### src/rtl/pipelined_multiplier_array.sv
// Multi-lane elastic pipelined signed fixed-point multiplier: (a*b) >>> OUT_SCALE
// with optional round-half-up and saturation, shared valid/ready with full back-pressure.
module pipelined_multiplier_array #(
    parameter int LANES     = 4,
    parameter int A_WIDTH   = 16,
    parameter int B_WIDTH   = 16,
    parameter int OUT_WIDTH = 16,
    parameter int OUT_SCALE = 8,
    parameter int STAGES    = 2,
    parameter int ROUND     = 1,
    parameter int SATURATE  = 1
) (
    input  logic                       clk,
    input  logic                       rst,
    input  logic                       in_valid,
    output logic                       in_ready,
    input  logic [LANES*A_WIDTH-1:0]   a,
    input  logic [LANES*B_WIDTH-1:0]   b,
    output logic                       out_valid,
    input  logic                       out_ready,
    output logic [LANES*OUT_WIDTH-1:0] out,
    input  logic                       ovf_clear,
    output logic [LANES-1:0]           ovf_sticky
);
    localparam int PW   = A_WIDTH + B_WIDTH;
    // Wide enough for the rounding guard bit and for the saturation limits.
    localparam int EW   = ((PW + 1 > OUT_WIDTH) ? PW + 1 : OUT_WIDTH) + 1;
    localparam int NPS  = (STAGES > 1) ? STAGES - 1 : 1;
    localparam int LAST = STAGES - 1;

    typedef logic signed [EW-1:0] ext_t;

    localparam ext_t RND_INC = (ROUND != 0 && OUT_SCALE > 0)
                             ? (ext_t'(1) <<< ((OUT_SCALE > 0) ? OUT_SCALE - 1 : 0))
                             : ext_t'(0);
    localparam ext_t SAT_MAX = (ext_t'(1) <<< (OUT_WIDTH - 1)) - ext_t'(1);
    localparam ext_t SAT_MIN = -(ext_t'(1) <<< (OUT_WIDTH - 1));

    function automatic logic [PW-1:0] mul(input logic signed [A_WIDTH-1:0] x,
                                          input logic signed [B_WIDTH-1:0] y);
        logic signed [PW-1:0] xe;
        logic signed [PW-1:0] ye;
        xe = PW'(x);
        ye = PW'(y);
        return xe * ye;
    endfunction

    // Returns {overflow, result}.
    function automatic logic [OUT_WIDTH:0] scale_sat(input logic [PW-1:0] p);
        ext_t r;
        ext_t s;
        logic hi;
        logic lo;
        r  = ext_t'($signed(p)) + RND_INC;
        s  = r >>> OUT_SCALE;
        hi = (s > SAT_MAX);
        lo = (s < SAT_MIN);
        if (SATURATE != 0 && hi)      return {1'b1, SAT_MAX[OUT_WIDTH-1:0]};
        else if (SATURATE != 0 && lo) return {1'b1, SAT_MIN[OUT_WIDTH-1:0]};
        else                          return {hi | lo, s[OUT_WIDTH-1:0]};
    endfunction

    logic [STAGES-1:0]                 vld_q, vld_d, ld;
    logic [LANES-1:0][PW-1:0]          prod_new, src;
    logic [NPS-1:0][LANES-1:0][PW-1:0] prod_q, prod_d;
    logic [LANES-1:0][OUT_WIDTH-1:0]   res_q, res_d;
    logic [LANES-1:0]                  ovf_q, ovf_d;
    logic [LANES-1:0]                  sticky_q, sticky_d;
    logic                              deliver;

    // Load chain ripples back from the output: a stage loads if empty or if its successor loads.
    always_comb begin
        logic take;
        ld   = '0;
        take = out_ready;
        for (int k = LAST; k >= 0; k--) begin
            take  = !vld_q[k] || take;
            ld[k] = take;
        end
    end

    assign in_ready  = ld[0];
    assign out_valid = vld_q[LAST];
    assign deliver   = out_valid && out_ready;

    always_comb begin
        vld_d = vld_q;
        if (ld[0]) vld_d[0] = in_valid;
        for (int k = 1; k < STAGES; k++) begin
            if (ld[k]) vld_d[k] = vld_q[k-1];
        end
    end

    always_comb begin
        prod_new = '0;
        for (int i = 0; i < LANES; i++) begin
            prod_new[i] = mul(a[i*A_WIDTH +: A_WIDTH], b[i*B_WIDTH +: B_WIDTH]);
        end
    end

    // With a single stage the multiply feeds the final round/shift/saturate directly.
    assign src = (STAGES == 1) ? prod_new : prod_q[NPS-1];

    always_comb begin
        prod_d = prod_q;
        if (ld[0]) prod_d[0] = prod_new;
        for (int k = 1; k < NPS; k++) begin
            if (ld[k]) prod_d[k] = prod_q[k-1];
        end
    end

    always_comb begin
        res_d = res_q;
        ovf_d = ovf_q;
        if (ld[LAST]) begin
            for (int i = 0; i < LANES; i++) begin
                {ovf_d[i], res_d[i]} = scale_sat(src[i]);
            end
        end
    end

    assign sticky_d = ovf_clear ? '0 : (sticky_q | (deliver ? ovf_q : '0));

    always_ff @(posedge clk) begin
        if (rst) begin
            vld_q    <= '0;
            prod_q   <= '0;
            res_q    <= '0;
            ovf_q    <= '0;
            sticky_q <= '0;
        end else begin
            vld_q    <= vld_d;
            prod_q   <= prod_d;
            res_q    <= res_d;
            ovf_q    <= ovf_d;
            sticky_q <= sticky_d;
        end
    end

    assign out        = res_q;
    assign ovf_sticky = sticky_q;

endmodule

### config.mk
export PLATFORM = sky130hd
export DESIGN_NAME = pipelined_multiplier_array
export DESIGN_NICKNAME = d
export VERILOG_FILES = /design/src/rtl/pipelined_multiplier_array.sv
export SDC_FILE = /design/constraint.sdc
export NUM_CORES = 2
export LEC_CHECK = 0
export BUFFER_PORTS_ARGS = -buffer_cell sky130_fd_sc_hd__buf_4
export CAP_MARGIN = 20
export CELL_PAD_IN_SITES_DETAIL_PLACEMENT = 2
export CELL_PAD_IN_SITES_GLOBAL_PLACEMENT = 2
export CORE_MARGIN = 1.5
export CORE_UTILIZATION = 42
export CTS_CLUSTER_DIAMETER = 120
export DETAILED_ROUTE_END_ITERATION = 8
export PLACE_DENSITY_LB_ADDON = 0.1
export SYNTH_ARGS = -nofsm -noshare
export SYNTH_HDL_FRONTEND = slang
export SYNTH_SLANG_ARGS = --single-unit
### constraint.sdc
create_clock -name clk -period 9.5 [get_ports clk]
set_input_delay 1.425 -clock clk [delete_from_list [all_inputs] [get_ports clk]]
set_output_delay 1.425 -clock clk [all_outputs]
set_load 0.05 [all_outputs]
==> results.md <==
- Setup violators final: 0
- Top cell by count, worst path: fa_1
- Largest net degree at the start of global routing: between 90 and 100
- Status: completed
- Hpwl dp: roughly 120 mm
- Final Hold Slack: between 0.4 and 0.5 ns
- R2R setup slack: slightly above 6 ns
- First-pass GRT wire length: 229.7 mm
- Worst slew pin tran: roughly 0.9 ns
- H-Tree Depth: 4
- Synth cell types: 91
- Die W: around 330 µm
- Fill count: 11850
- Mapped Nets: 6561
- Post-layout nets: roughly 6600
- Io pins: 203
- EDFF count, synth: 0
- Initial antenna violation count: 1
- Req. time, crit path: 9.87 ns
- Avg WL per Cell: between 20 and 25 µm
- Ys flop type: dfxtp_1
- Setup Skew: around 0.011 ns
- WP data arrival: roughly 7.8 ns
- Pins Over Slew Limit: 0
- Routed vias: between 30000 and 40000
- RSZ-0062 raised after global routing: no
- Clock Path Buffers: 2
- CP Capture Type: flop
- # resized after CTS: 0
- Setup Buffers After CTS: 0
- Gpl congestion: 0.8365
- Synth Area per Inst: between 9 and 10 µm²
- Vias in the first global route: between 40000 and 50000
- FFs w/ async S/R, synth: 0
- Yosys warning count: 0
- Max Clk Rate: roughly 130 MHz
- Period utilisation layout: 0.7838
- Crit Path Class: in2reg
- Fin crit period: between 7 and 8 ns
- Die Area: around 110000 µm²
- Cells on Worst Hold Path: 2
- Max capacitance violation total: 0
- Post-DP Area: between 40000 and 50000 µm²
- Max stage delay on crit path: between 0.9 and 1 ns
- Clk_lat worst skew: 0.46 ns
- Area grow syn2layout: 6.984%
- Final hold vios: 0
- DRC viols: 0
- Fraction of layout cells with a size suffix above 1: 0.06404
- CTS Sinks: between 150 and 200
- Root buffer cell: clkbuf_16
- CP Cell Sequence: buf_4 -> nand2_1 -> inv_1 -> fa_1 -> fa_1 -> fa_1 -> fa_1 -> fa_1 -> inv_1 -> fa_1 -> inv_1 -> ha_1 -> a211oi_1 -> o211ai_1 -> o2111a_1 -> o22a_1 -> a211oi_1 -> o21bai_1 -> xnor2_1 -> a211oi_1
- Detailed Routing Iterations Pass 1: 5
- DRT Wirelength: 141.1 mm
- Rel. slew slack: 0.3871
- Synthesized flop and latch total: 174
- Critical Path Fanout Max: 16
- Drt initial violations: 1072
- Mapped Area: around 46000 µm²
- All-layer global routing usage: 0.2638
- Util after Layout: 0.4525
- HP Class: reg2reg
- Die Ht: between 300 and 400 µm
- Clk slew on worst S/H paths: 0.08 ns
- Post-synthesis sequential area ratio: 0.07565
- Clock tree from TritonCTS: built
- DR vias/cell: about 5.2
- R2r worst-path depth: 10
- Core Rows: about 120
- Hold buffer count at CTS: 0
- Syn Inst Count: approximately 5000
- Critical-path top delay cell: fa_1
- Detail Route Antenna Nets: 0
- Design Area, Final: slightly below 50000 µm²
- Starting density of the core: 0.4230
- Core area: 108900 µm²
- Startpoint types: input pin
- GRT Residual Overflow: 0
- Setup TNS: 0 ns
- PortBufs: ~200
- TritonCTS buffer count: 17
-- logic make-up (layout without fill, tap and decap cells) --
| family | after synthesis | count (layout) | share of synthesized area |
|---|---|---|---|
| XOR/XNOR | 191 | 191 | 0.03633 |
| other | 0 | 1 | 0 |
| AND/OR/NAND/NOR | 1600 | 1600 | 0.1744 |
| buffers and inverters | 1319 | 1377 | 0.1088 |
| adder cells (fa/ha/maj) | 1364 | 1364 | 0.5409 |
| AO/OA/AOI/OAI | 414 | 414 | 0.06337 |
| flip-flops | 174 | 174 | 0.07565 |
| multiplexers | 2 | 2 | 0.0005434 |
-- synthesized netlist by cell type (all sizes together) (10+ instances only) --
| cell type | instances | area [µm²] |
|---|---|---|
| dfxtp | 174 | 3483 |
| and2 | 480 | 3005 |
| ha | 320 | 4004 |
| nor2b | 12 | 75.07 |
| xor2 | 72 | 630.6 |
| a31oi | 25 | 156.4 |
| o21ai | 44 | 224.0 |
| a21o | 32 | 240.2 |
| clkbuf | 176 | 660.6 |
| a21oi | 122 | 618.1 |
| xnor2 | 119 | 1042 |
| nand3 | 63 | 370.4 |
| a211oi | 56 | 535.5 |
| nor2 | 223 | 875.8 |
| nand4 | 27 | 168.9 |
| and3 | 21 | 131.4 |
| or3 | 13 | 86.33 |
| nand2 | 635 | 2389 |
| a22o | 30 | 262.8 |
| nand2b | 42 | 325.3 |
| and4 | 14 | 127.6 |
| buf | 10 | 96.33 |
| o21a | 38 | 285.3 |
| fa | 1044 | 20900 |
| nor3 | 47 | 274.0 |
| inv | 1132 | 4249 |
-- stage by stage --
stage | worst slack, ns | instances
2_1_floorplan | 2.284 | 5064
3_3_place_gp | 1.833 | 6503
3_5_place_dp | 1.554 | 6504
4_1_cts | 2.043 | 6536
5_1_grt | 1.757 | 6536
6_report | 2.054 | 6537
-- worst max-delay path, delay by kind of cell --
| kind | cells | cell delay, ns |
|---|---|---|
| XOR/XNOR | 1 | 0.14 |
| AO/OA/AOI/OAI | 7 | 1.66 |
| adder cells (fa/ha/maj) | 7 | 4.04 |
| AND/OR/NAND/NOR | 1 | 0.14 |
| buffers and inverters | 4 | 0.38 |
-- path summary, 6_finish.rpt --
| path | from | end |
|---|---|---|
| worst min register to register | out[31] | out[31] |
| worst max-delay path | b[33] | prod_q[95] |
| worst max register to register | prod_q[104] | out[58] |
| worst min-delay path | out[31] | out[31] |
-- cells in the final DEF (no fill, tap or decap), types with 27 or more instances in the layout --
| master | Yosys | routed |
|---|---|---|
| inv_1 | 1132 | 1132 |
| nand2_1 | 633 | 633 |
| a21o_1 | 32 | 32 |
| nand3_1 | 55 | 55 |
| a211oi_1 | 33 | 33 |
| ha_1 | 320 | 320 |
| nand4_1 | 27 | 27 |
| o21ai_0 | 41 | 41 |
| a21oi_1 | 120 | 120 |
| and2_1 | 479 | 478 |
| nor3_1 | 43 | 43 |
| dfxtp_1 | 174 | 174 |
| xnor2_1 | 119 | 119 |
| fa_1 | 1044 | 1044 |
| nand2b_1 | 33 | 32 |
| nor2_1 | 217 | 215 |
| xor2_1 | 72 | 72 |
| a22o_1 | 30 | 30 |
| o21a_1 | 38 | 38 |
| buf_4 | 2 | 211 |
-- state kept, by name, indices dropped and copies added, names as in the netlist --
name        flops
prod_q        100
ovf_sticky      4
vld_q           2
out            64
ovf_q           4
-- layer usage --
metal,wire length (µm),share of wire,up-vias,global-route usage
met5,0,0,-,0
li1,-,-,15230,-
met2,75940,0.54,453,0.4956
met1,59050,0.42,18440,0.3303
met4,2873,0.020,0,0.05338
met3,3203,0.023,132,0.01913
-- area by class of cell --
cell class	count	area [µm²]	area share
multi-input combinational	3571	37580	0.7629
inverter	1133	4253	0.08634
sequential	174	3483	0.07072
tap	1414	1769	0.03592
timing repair buffer	212	1595	0.03239
clock buffer	19	452.9	0.009195
clock inverter	13	125.1	0.002540
antenna	1	2.502	0.00005080
Power is left out: the tool's default activity adds up to more than one toggle a clock period on the data nets, which glitch-free logic cannot reach.
